File: config.mk
export PLATFORM = sky130hd
export DESIGN_NAME = dr_sync_sink
export DESIGN_NICKNAME = d
export VERILOG_FILES = /design/src/rtl/dr_sync_sink.sv
export SDC_FILE = /design/constraint.sdc
export NUM_CORES = 1
export LEC_CHECK = 0
export CAP_MARGIN = 0
export CORE_ASPECT_RATIO = 1.25
export CORE_MARGIN = 2
export CORE_UTILIZATION = 51
export DETAILED_ROUTE_END_ITERATION = 16
export HOLD_SLACK_MARGIN = 0.15
export PLACE_DENSITY_LB_ADDON = 0.08
export SYNTH_ARGS = -nofsm -noshare
export SYNTH_HDL_FRONTEND = slang
export SYNTH_SLANG_ARGS = --single-unit
File: constraint.sdc
create_clock -name clk -period 6.57 [get_ports clk]
set_input_delay 0.9855 -clock clk [delete_from_list [all_inputs] [get_ports clk]]
set_output_delay 0.9855 -clock clk [all_outputs]
set_load 0.01 [all_outputs]
File: src/rtl/dr_sync_sink.sv
// Dual-rail four-phase sink: completion detect, synchronise into clk, buffer in a FIFO.
// Optional illegal-codeword monitor enabled by defining DR_SYNC_SINK_ERR_CHECK_EN.
module dr_sync_sink #(
  parameter int WIDTH       = 32,
  parameter int DEPTH       = 4,
  parameter int SYNC_STAGES = 2
) (
  input  logic                        clk,
  input  logic                        rst,
  input  logic [WIDTH-1:0][1:0]       in,
  output logic                        ack_o,
  output logic [WIDTH-1:0]            out_data,
  output logic                        out_valid,
  input  logic                        out_ready,
  output logic [$clog2(DEPTH):0]      level
`ifdef DR_SYNC_SINK_ERR_CHECK_EN
  ,
  output logic                        err,
  output logic [7:0]                  err_cnt
`endif
);

  localparam int AW = $clog2(DEPTH);
  localparam int LW = AW + 1;

  typedef enum logic {
    S_WAIT_VALID = 1'b0,
    S_WAIT_NULL  = 1'b1
  } state_t;

  logic                   all_valid, all_null;
  logic [WIDTH-1:0]       dec_data;
  logic [SYNC_STAGES-1:0] vsync_q, vsync_d, nsync_q, nsync_d;
  logic                   valid_s, null_s;
  state_t                 state_q, state_d;
  logic                   push, pop;
  logic [WIDTH-1:0]       mem_q [DEPTH];
  logic [AW-1:0]          wr_ptr_q, wr_ptr_d, rd_ptr_q, rd_ptr_d;
  logic [LW-1:0]          count_q, count_d;
  logic [WIDTH-1:0]       out_data_q, out_data_d;

  // Completion detect: illegal 11 is neither valid nor null, so the FSM holds.
  always_comb begin
    all_valid = 1'b1;
    all_null  = 1'b1;
    dec_data  = '0;
    for (int i = 0; i < WIDTH; i++) begin
      all_valid   = all_valid & (in[i][1] ^ in[i][0]);
      all_null    = all_null & ~(in[i][1] | in[i][0]);
      dec_data[i] = in[i][1];
    end
  end

  always_comb begin
    vsync_d = {vsync_q[SYNC_STAGES-2:0], all_valid};
    nsync_d = {nsync_q[SYNC_STAGES-2:0], all_null};
  end

  assign valid_s = vsync_q[SYNC_STAGES-1];
  assign null_s  = nsync_q[SYNC_STAGES-1];

  always_ff @(posedge clk or posedge rst) begin
    if (rst) begin
      vsync_q <= '0;
      nsync_q <= '0;
    end else begin
      vsync_q <= vsync_d;
      nsync_q <= nsync_d;
    end
  end

  // Handshake FSM; the state bit is the acknowledge itself.
  always_comb begin
    state_d = state_q;
    push    = 1'b0;
    case (state_q)
      S_WAIT_VALID: begin
        if (valid_s && (count_q != LW'(DEPTH))) begin
          push    = 1'b1;
          state_d = S_WAIT_NULL;
        end
      end
      S_WAIT_NULL: begin
        if (null_s) state_d = S_WAIT_VALID;
      end
      default: state_d = S_WAIT_VALID;
    endcase
  end

  always_ff @(posedge clk or posedge rst) begin
    if (rst) state_q <= S_WAIT_VALID;
    else     state_q <= state_d;
  end

  assign ack_o = (state_q == S_WAIT_NULL);

  // FIFO bookkeeping; a push at full is judged on the pre-pop count.
  assign out_valid = (count_q != '0);
  assign pop       = out_valid & out_ready;

  always_comb begin
    wr_ptr_d   = push ? wr_ptr_q + AW'(1) : wr_ptr_q;
    rd_ptr_d   = pop  ? rd_ptr_q + AW'(1) : rd_ptr_q;
    count_d    = count_q + LW'(push) - LW'(pop);
    out_data_d = out_data_q;
    if (count_d != '0) begin
      if (push && (wr_ptr_q == rd_ptr_d)) out_data_d = dec_data;
      else                                out_data_d = mem_q[rd_ptr_d];
    end
  end

  always_ff @(posedge clk) begin
    if (push) mem_q[wr_ptr_q] <= dec_data;
  end

  always_ff @(posedge clk or posedge rst) begin
    if (rst) begin
      wr_ptr_q   <= '0;
      rd_ptr_q   <= '0;
      count_q    <= '0;
      out_data_q <= '0;
    end else begin
      wr_ptr_q   <= wr_ptr_d;
      rd_ptr_q   <= rd_ptr_d;
      count_q    <= count_d;
      out_data_q <= out_data_d;
    end
  end

  assign out_data = out_data_q;
  assign level    = count_q;

`ifdef DR_SYNC_SINK_ERR_CHECK_EN
  logic                   any_illegal, illegal_s;
  logic [SYNC_STAGES-1:0] isync_q, isync_d;
  logic                   illegal_prev_q, illegal_prev_d;
  logic                   err_q, err_d;
  logic [7:0]             err_cnt_q, err_cnt_d;

  always_comb begin
    any_illegal = 1'b0;
    for (int i = 0; i < WIDTH; i++) any_illegal = any_illegal | (in[i][1] & in[i][0]);
  end

  assign illegal_s = isync_q[SYNC_STAGES-1];

  // Sticky flag plus saturating count of synchronised illegal episodes.
  always_comb begin
    isync_d        = {isync_q[SYNC_STAGES-2:0], any_illegal};
    illegal_prev_d = illegal_s;
    err_d          = err_q | illegal_s;
    err_cnt_d      = err_cnt_q;
    if (illegal_s && !illegal_prev_q && (err_cnt_q != 8'hFF)) err_cnt_d = err_cnt_q + 8'd1;
  end

  always_ff @(posedge clk or posedge rst) begin
    if (rst) begin
      isync_q        <= '0;
      illegal_prev_q <= 1'b0;
      err_q          <= 1'b0;
      err_cnt_q      <= '0;
    end else begin
      isync_q        <= isync_d;
      illegal_prev_q <= illegal_prev_d;
      err_q          <= err_d;
      err_cnt_q      <= err_cnt_d;
    end
  end

  assign err     = err_q;
  assign err_cnt = err_cnt_q;
`endif

endmodule
* Yosys cells after proc, flatten, opt, wreduce, memory -nomap -nowiden
Memories as Yosys holds them, arrays and structs flattened. A register that Yosys moved wholly into a read port is not among the register bits.
Index checks and enable logic that the tools add are counted.
** Storage, ports and cells
- Register bits :: 12
- RAM bits :: 128
- Input port bits :: 67
- Output and inout bits :: 37
- Memories :: 1
** Operators by class
- $add $sub $neg :: 4
- Equal/unequal tests :: 1
- Multiplexer cells :: 7
- Bitwise gates (word level) :: 160
- Reduce and logical (&&, ||, !) cells :: 3
** Memories
- mem_q :: depth 4, bits a word 32, read ports 1, clocked after Yosys merged registers in 1, write ports 1, line 37 : logic [WIDTH-1:0] mem_q [DEPTH];
** Operators with widths (number)
- 1-bit AND :: 63
- 1-bit NOT :: 33
- 1-bit OR :: 32
- 1-bit bitwise XOR :: 32
- 3-bit nonzero test :: 2
- 1-bit two-way mux :: 5
- 2-bit by 1-bit adder with 2-bit output, second input constant :: 2
- 3-bit by 1-bit adder with 3-bit output :: 1
- 3-bit != test, second input constant :: 1
- 3-bit by 1-bit subtractor with 3-bit output :: 1
- 2-bit two-way mux :: 1
- 1-bit case mux with 2 select lines :: 1
- 1-bit logical AND :: 1

* Longest topological paths before layout
Gate-level depths: netlist of the first run.
- Depth after elaboration :: 33
- Gate-level depth with buffers :: 17
- Gate-level depth less buffers :: 13

* Least setup slack after synthesis of the first run
No wires, ideal clock.
- Path type :: input port to flip-flop
- From :: in out_ready
- To :: reg out_data_q[10] (netlist: out_data[10]), read port of mem_q
- Library setup time :: 0.135 ns
- Arrival :: 3.651 ns
- Required time :: 6.435 ns
- Path slack :: 2.784 ns
- Stages on the path :: 16
- Cells stage by stage :: buf_2 > o31ai_4 > inv_2 > buf_2 > buf_1 > ha_1 > inv_1 > ha_1 > inv_1 > fa_1 > xnor2_1 > xnor2_1 > nor3_1 > buf_2 > clkbuf_1 > o31ai_1
** On the way
- Word-level cells in the longest chain between the ends :: 3
** RTL lines
- from (decl) :: line 14 : input logic out_ready,
- 1-bit AND :: line 99 : assign pop = out_valid & out_ready;
- 3-bit by 1-bit subtractor with 3-bit output :: line 104 : count_d = count_q + LW'(push) - LW'(pop);
- named net count_d[2] :: line 39 : logic [LW-1:0] count_q, count_d;
- 3-bit nonzero test :: line 106 : if (count_d != '0) begin
- to (decl) :: line 40 : logic [WIDTH-1:0] out_data_q, out_data_d;
The timed path passes the listed nets, and every way through them passes these cells.
A chain may end at the register's enable or synchronous reset.

* Worst setup path in the final report of the first run
- From :: reg count_q[1] (netlist: level[1])
- To :: reg out_data_q[30] (netlist: out_data[30]), read port of mem_q
** On the way
- Word-level cells in the longest chain between the ends :: 7
** RTL lines
- from (decl) :: line 39
- from (signal assigned) :: line 125 : count_q <= count_d;
- 3-bit != test :: line 78 : if (valid_s && (count_q != LW'(DEPTH))) begin
- 1-bit logical AND :: line 78
- 1-bit two-way mux :: line 78
- 1-bit two-way mux :: line 76 : case (state_q)
- 3-bit by 1-bit adder with 3-bit output :: line 104
- 3-bit by 1-bit subtractor with 3-bit output (*) :: line 104
- named net count_d[2] :: line 39
- 3-bit nonzero test (*) :: line 106
Mark *: on every way through the listed nets, which the timed path passes. The rest lies on a longest branch.

==> summary.md, run 1 <==
| Metric | Value |
|---|---|
| Hold_ws | 0.3511 ns |
| Final HPWL from detailed placement | 14720 microns |
| Synth warn | 0 |
| Core footprint | 17360 sq um |
| Asr flop ratio synth | 0.2558 |
| #FFs+latches synth | 172 |
| Crit path kind | flip-flop to flip-flop |
| Worst hold path type | flip-flop to flip-flop |
| Most frequently used flop master after synthesis | edfxtp_1 |
| CP max-delay cell | buf_4 |
| RSZ-0062 raised after global routing | no |
| Gr usage total | 0.2796 |
| Multi-input logic area | 3408 sq um |
| Starting density of the core | 0.5161 |
| Reg clk slew, reported paths | 0.07 ns |
| Overflow left after global routing | 0 |
| Antenna fix cells | 0 |
| Post CTS Setup Buffer Count | 0 |
| DR WL/cell | 20.90 microns |
| CTS tree | done |
| P_leak | 4.153 nW |
| Net count after synthesis | 990 |
| CP max FO | 65 |
| DR vias | 7374 |
| Synthesized area per cell | 10.14 sq um |
| Crit-path max cell delay | 0.60 ns |
| H-tree levels | 4 |
| Die Y | 152.2 microns |
| CTS root buf | clkbuf_16 |
| Antenna-violating nets left | 0 |
| CTS Buf Count | 17 |
| Cell Chain, Critical Path | buf_4 > nor2_1 > a21oi_1 > inv_1 > ha_1 > inv_1 > ha_1 > inv_1 > fa_1 > xnor2_1 > xnor2_1 > nor3_2 > buf_4 > a2111oi_0 > a221oi_1 |
| Nature of the critical path endpoint | flip-flop |
| Final Hold Violating Endpoints | 0 |
| Largest net degree at the start of global routing | 128 |
| Worst Skew | 0.009494 ns |
| Port Buf Inserts | 103 |
| Initial antenna violation count | 0 |
| Setup TNS | 0 ns |
| DRT Pass-1 Iters | 5 |
| Max-cap violations | 0 |
| Number of global-route vias before repair | 7602 |
| PwrDens | 384.8 nW/um^2 |
| Vias per inst | 6.212 |
| Number of flops mapped to enable cells by yosys | 128 |
| Seq/Total Area, Yosys | 0.5518 |
| Nets | 1056 |
| Startpoint Class | flip-flop |
| Pre-CTS setup slack | 2.000 ns |
| WP buf/inv | 5 |
| DR iter-0 viols | 707 |
| Worst-margin pin slew | 1.314 ns |
| Status | finished clean |
| Fin. max-slew vios | 0 |
| R2R Setup Slk | 2.34 ns |
| Final cycle utilization of the critical path | 0.6432 |
| Total wire length | 24810 microns |
| Slew HR | 0.1238 |
| FMAX | 236.7 MHz |
| Num ports | 104 |
| Fillers | 1417 |
| Gpl congestion | 0.7824 |
| Layout area overhead | 19.62% |
| Distinct cells, synth | 39 |
| Drt drc | 0 |
| Maximum VDD drop | 0.0002903 V |
| Post-CTS Hold Buffers | 0 |
| Top Family by Delay on Critical Path | buffers and inverters |
| Synthesized cell area | 8961 sq um |
| Worst Path Arrival | 4.54 ns |
| Most used cell, CP | inv_1 |
| Cts repair resizes | 0 |
| Register area | 4947 sq um |
| Clock sink count | 172 |
| Rows | 54 |
| Worst Path Required | 6.88 ns |
| Die W | 122.6 microns |
| Clock tree buffer depth | 2 |
| Final number of setup-violating endpoints | 0 |
| Share of layout cells above drive strength 1 | 0.05607 |
| Clk_lat worst skew | 0.44 ns |
| Cells after synthesis | 884 |
| Full die area | 18650 sq um |
| Period minus WS final | 4.226 ns |
| Post-route setup slack | 2.344 ns |
| First-pass GRT wire length | 39810 microns |
[power by group]
group	internal [mW]	total, mW	switching, mW
Combinational	0.635	1.57	0.937
Sequential	1.30	1.45	0.146
Clock	0.675	1.11	0.432
[sequential cells by signal, indices dropped and copies added, names as in the netlist]
signal    cells
ack_o         1
level         3
mem_q       128
nsync_q       2
out_data     32
rd_ptr_q      2
vsync_q       2
wr_ptr_q      2
[synth_stat cells, types with 2 or more instances]
cell      number  area share
nand4_1       16       0.011
ha_1          38       0.053
nand2_1      219       0.092
xor2_1         2      0.0020
dfrtp_1       44        0.12
buf_6          2      0.0025
and2_1         4      0.0028
o311a_1       32       0.036
o21ai_0        2      0.0011
nor3_1         2      0.0011
nor2_1        34       0.014
a311oi_1      31       0.030
or4_1          4      0.0034
a21oi_1       64       0.036
nand2b_1       2      0.0014
nand3_1        4      0.0022
nor4_1        31       0.022
o31ai_1       31       0.026
buf_1          3      0.0013
edfxtp_1     128        0.43
xnor2_1        5      0.0049
buf_4          6      0.0050
buf_2         18       0.010
inv_1         75       0.031
clkbuf_1      43       0.018
a211oi_1      31       0.026
[stage by stage]
step | cell area [sq um] | instances | utilization | power, mW
floorplan | 8961 | 884 | - | 2.442
global placement | 10070 | 1155 | 0.5801 | 2.968
detailed placement | 10070 | 1155 | 0.5801 | 3.026
CTS | 10720 | 1187 | 0.6173 | 4.125
global route | 10720 | 1187 | 0.6173 | 4.360
finish | 10720 | 1187 | 0.6173 | 4.125
[layer usage]
layer | routed length, microns | share of wire | global-route usage | vias up
met5 | 0 | 0 | 0 | -
met4 | 908 | 0.037 | 0.1275 | 0
met3 | 1810 | 0.073 | 0.05052 | 78
met2 | 12030 | 0.48 | 0.4476 | 371
met1 | 10060 | 0.41 | 0.3690 | 3590
li1 | - | - | - | 3335
[worst paths after layout]
path,from,to,cells past startpoint
worst max register to register,level[1]$_DFF_PP0_,out_data[30]$_DFFE_PP0P_,15
max in group asynchronous,rst,rd_ptr_q[1]$_DFF_PP0_,3
worst min-delay path,nsync_q[0]$_DFF_PP0_,nsync_q[1]$_DFF_PP0_,0
min in group asynchronous,rst,out_data[6]$_DFFE_PP0P_,2
worst max-delay path,level[1]$_DFF_PP0_,out_data[30]$_DFFE_PP0P_,15
worst min register to register,nsync_q[0]$_DFF_PP0_,nsync_q[1]$_DFF_PP0_,0
[cell families (layout without fill, tap and decap cells)]
kind of cell / after synthesis / in the layout / share of synthesized area
simple gates: 320 / 320 / 0.1528
compound gates: 196 / 196 / 0.1610
flops: 172 / 172 / 0.5518
buf+inv: 148 / 227 / 0.06869
fa+ha+maj: 39 / 39 / 0.05529
xor+xnor: 8 / 8 / 0.009355
mux: 1 / 1 / 0.001117
[cell usage in the layout (no fill, tap or decap), drive strengths merged, types with 2 or more instances in the layout]
| cell type | netlist | routed |
|---|---|---|
| nand3 | 4 | 4 |
| clkdlybuf4s50 | 0 | 103 |
| xnor2 | 5 | 5 |
| and2 | 4 | 4 |
| a21oi | 64 | 64 |
| clkinv | 0 | 9 |
| nor2 | 34 | 34 |
| clkbuf | 43 | 17 |
| ha | 38 | 38 |
| nor3 | 2 | 2 |
| or4 | 4 | 4 |
| a211oi | 31 | 31 |
| inv | 76 | 77 |
| nand2 | 219 | 219 |
| buf | 29 | 16 |
| dfrtp | 44 | 44 |
| nand4 | 16 | 16 |
| edfxtp | 128 | 128 |
| o21ai | 2 | 2 |
| xor2 | 2 | 2 |
| a311oi | 31 | 31 |
| nor4 | 31 | 31 |
| bufinv | 0 | 5 |
| o311a | 32 | 32 |
| nand2b | 2 | 2 |
| o31ai | 32 | 32 |
[area by class of cell]
type | count | area share
inverter | 76 | 0.02661
sequential | 172 | 0.4615
timing repair buffer | 119 | 0.1074
multi-input combinational | 564 | 0.3180
tap | 224 | 0.02615
clock inverter | 15 | 0.02066
clock buffer | 17 | 0.03969
(Power assumes the default switching activity.)
==> run 2: changes to the inputs <==
==> constraint.sdc (replaced) <==
create_clock -name clk -period 3.5 [get_ports clk]
set_input_delay 0.525 -clock clk [delete_from_list [all_inputs] [get_ports clk]]
set_output_delay 0.525 -clock clk [all_outputs]
set_load 0.01 [all_outputs]
==> run 2 against run 1 <==
Via count increased by 0.73%. Register-to-register slack got worse by 2.0 ns. Total power increased by 92%. Critical path depth decreased by 1. Worst hold slack got worse by 0.00073 ns. Global-route usage decreased by 0.53 points. Design area increased by 1.6%. Largest cell class unchanged.
==> summary.md, run 2 (synthesized netlist as in run 1, its figures left out) <==
| Metric | Value |
|---|---|
| Final cycle utilization of the critical path | 0.8990 (was 0.6432) |
| Maximum VDD drop | 0.0005594 V (was 0.0002903 V) |
| CTS root buf | clkbuf_16 (unchanged) |
| Post-Place Cells | 1170 (was 1155) |
| DR vias | 7428 (was 7374) |
| First-pass GRT wire length | 38650 microns (was 39810 microns) |
| Most frequent cells in the layout | nand2_1 (219), edfxtp_1 (128), clkdlybuf4s50_1 (103) (unchanged) |
| Slew HR | 0.4154 (was 0.1238) |
| Number of global-route vias before repair | 7270 (was 7602) |
| Nature of the critical path endpoint | flip-flop (unchanged) |
| Worst Path Arrival | 3.47 ns (was 4.54 ns) |
| Most common cell after layout, fill and taps aside | nand2_1 (unchanged) |
| Startpoint Class | flip-flop (unchanged) |
| Initial antenna violation count | 0 (unchanged) |
| Drt drc | 0 (unchanged) |
| Most used cell, CP | inv_1 (unchanged) |
| Setup TNS | 0 ns (unchanged) |
| Fin. max-slew vios | 0 (unchanged) |
| Post-route cell area | 10890 sq um (was 10720 sq um) |
| Crit path kind | flip-flop to flip-flop (unchanged) |
| Worst-margin pin slew | 0.8770 ns (was 1.314 ns) |
| Clock tree buffer depth | 2 (unchanged) |
| Largest Register | mem_q (unchanged) |
| Final HPWL from detailed placement | 15830 microns (was 14720 microns) |
| Gr usage total | 0.2743 (was 0.2796) |
| Die Y | 152.2 microns (unchanged) |
| Overflow left after global routing | 0 (unchanged) |
| CP max FO | 62 (was 65) |
| Gpl congestion | 0.7587 (was 0.7824) |
| Rows | 54 (unchanged) |
| Starting density of the core | 0.5161 (unchanged) |
| Num ports | 104 (unchanged) |
| Largest register FFs | 128 (unchanged) |
| Antenna-violating nets left | 0 (unchanged) |
| Reg clk slew, reported paths | 0.07 ns (about the same) |
| Share of layout cells above drive strength 1 | 0.06953 (was 0.05607) |
| DR iter-0 viols | 837 (was 707) |
| H-tree levels | 4 (unchanged) |
| Worst hold path type | flip-flop to flip-flop (unchanged) |
| Clock sink count | 172 (unchanged) |
| Nets | 1071 (was 1056) |
| Total wire length | 25240 microns (was 24810 microns) |
| Layout area overhead | 21.53% (was 19.62%) |
| Crit-path max cell delay | 0.52 ns (was 0.60 ns) |
| PwrDens | 725.7 nW/um^2 (was 384.8 nW/um^2) |
| Post-CTS Hold Buffers | 0 (unchanged) |
| Core footprint | 17360 sq um (unchanged) |
| CTS Buf Count | 17 (unchanged) |
| Max-cap violations | 0 (unchanged) |
| Clk_lat worst skew | 0.43 ns (was 0.44 ns) |
| Cell Chain, Critical Path | nor2_1 > a21oi_1 > inv_1 > ha_1 > inv_1 > ha_1 > inv_1 > fa_1 > xnor2_1 > xnor2_1 > nor3_2 > buf_12 > nand2_1 > o31ai_1 (was buf_4 > nor2_1 > a21oi_1 > inv_1 > ha_1 > inv_1 > ha_1 > inv_1 > fa_1 > xnor2_1 > xnor2_1 > nor3_2 > buf_4 > a2111oi_0 > a221oi_1) |
| DP Area | 10220 sq um (was 10070 sq um) |
| Antenna fix cells | 0 (unchanged) |
| DR WL/cell | 21.00 microns (was 20.90 microns) |
| P_leak | 4.242 nW (was 4.153 nW) |
| Die W | 122.6 microns (unchanged) |
| DRT Pass-1 Iters | 6 (was 5) |
| Vias per inst | 6.180 (was 6.212) |
| Worst Skew | 0.009270 ns (was 0.009494 ns) |
| Core Util, Final | 0.6272 (was 0.6173) |
| Final Hold Violating Endpoints | 0 (unchanged) |
| Period minus WS final | 3.146 ns (was 4.226 ns) |
| Fillers | 1347 (was 1417) |
| Post CTS Setup Buffer Count | 0 (unchanged) |
| WP buf/inv | 4 (was 5) |
| Non-Filler Instances | 1202 (was 1187) |
| FMAX | 317.8 MHz (was 236.7 MHz) |
| Largest net degree at the start of global routing | 68 (was 128) |
| Top Family by Delay on Critical Path | adder cells (was buffers and inverters) |
| Full die area | 18650 sq um (unchanged) |
| CP max-delay cell | dfrtp_1 (was buf_4) |
| RSZ-0062 raised after global routing | no (unchanged) |
| Cts repair resizes | 0 (unchanged) |
| Final number of setup-violating endpoints | 0 (unchanged) |
| Status | finished clean (unchanged) |
| Port Buf Inserts | 103 (unchanged) |
| CTS tree | done (unchanged) |
| Worst Path Required | 3.82 ns (was 6.88 ns) |
-- run 2: cell count changes in the layout (fill, tap and decap cells not counted), moves of 2 or more --
cell	delta
buf_4	+12
clkinv_2	-3
buf_12	+3
clkinv_4	-2
inv_6	+2
inv_8	+2
-- run 2: stage by stage --
step           power [mW]  hold WS, ns  worst slack, ns
6_report            7.903       0.3503           0.3536
5_1_grt             8.304       0.3587          0.09228
4_1_cts             7.906       0.3493           0.3337
3_5_place_dp        5.785       0.3385           0.1751
3_3_place_gp        5.664       0.3382           0.2926
2_1_floorplan       4.584       0.3312           0.1749
-- run 2: where the power goes --
group / total, mW / switching (mW) / internal (mW) / leakage (nW)
Combinational: 3.11 / 1.84 / 1.26 / 2.22
Clock: 2.13 / 0.825 / 1.31 / 0.326
Sequential: 2.67 / 0.224 / 2.44 / 1.69
-- run 2: per-layer routing --
layer | vias up | track usage | part of all wire
li1 | 3365 | - | -
met1 | 3625 | 0.3618 | 0.40
met2 | 395 | 0.4574 | 0.50
met3 | 43 | 0.04416 | 0.081
met4 | 0 | 0.09579 | 0.017
met5 | - | 0 | 0
-- run 2: path summary, 6_finish.rpt --
| check | start | cells past startpoint | slack (ns) | endpoint |
|---|---|---|---|---|
| min in group asynchronous | rst | 2 | 0.50 | out_data[6]$_DFFE_PP0P_ |
| min reg2reg | vsync_q[0]$_DFF_PP0_ | 0 | 0.35 | vsync_q[1]$_DFF_PP0_ |
| max reg2reg | level[1]$_DFF_PP0_ | 14 | 0.35 | out_data[28]$_DFFE_PP0P_ |
| max in group asynchronous | rst | 3 | 2.18 | out_data[17]$_DFFE_PP0P_ |
| max | level[1]$_DFF_PP0_ | 14 | 0.35 | out_data[28]$_DFFE_PP0P_ |
| min | vsync_q[0]$_DFF_PP0_ | 0 | 0.35 | vsync_q[1]$_DFF_PP0_ |
-- run 2: layout make-up --
class | count | area, sq um | area share
sequential | 172 | 4946 | 0.4542
multi-input combinational | 564 | 3406 | 0.3127
timing repair buffer | 134 | 1301 | 0.1195
clock buffer | 18 | 439.2 | 0.04033
inverter | 76 | 285.3 | 0.02619
tap | 224 | 280.3 | 0.02574
clock inverter | 14 | 232.7 | 0.02137
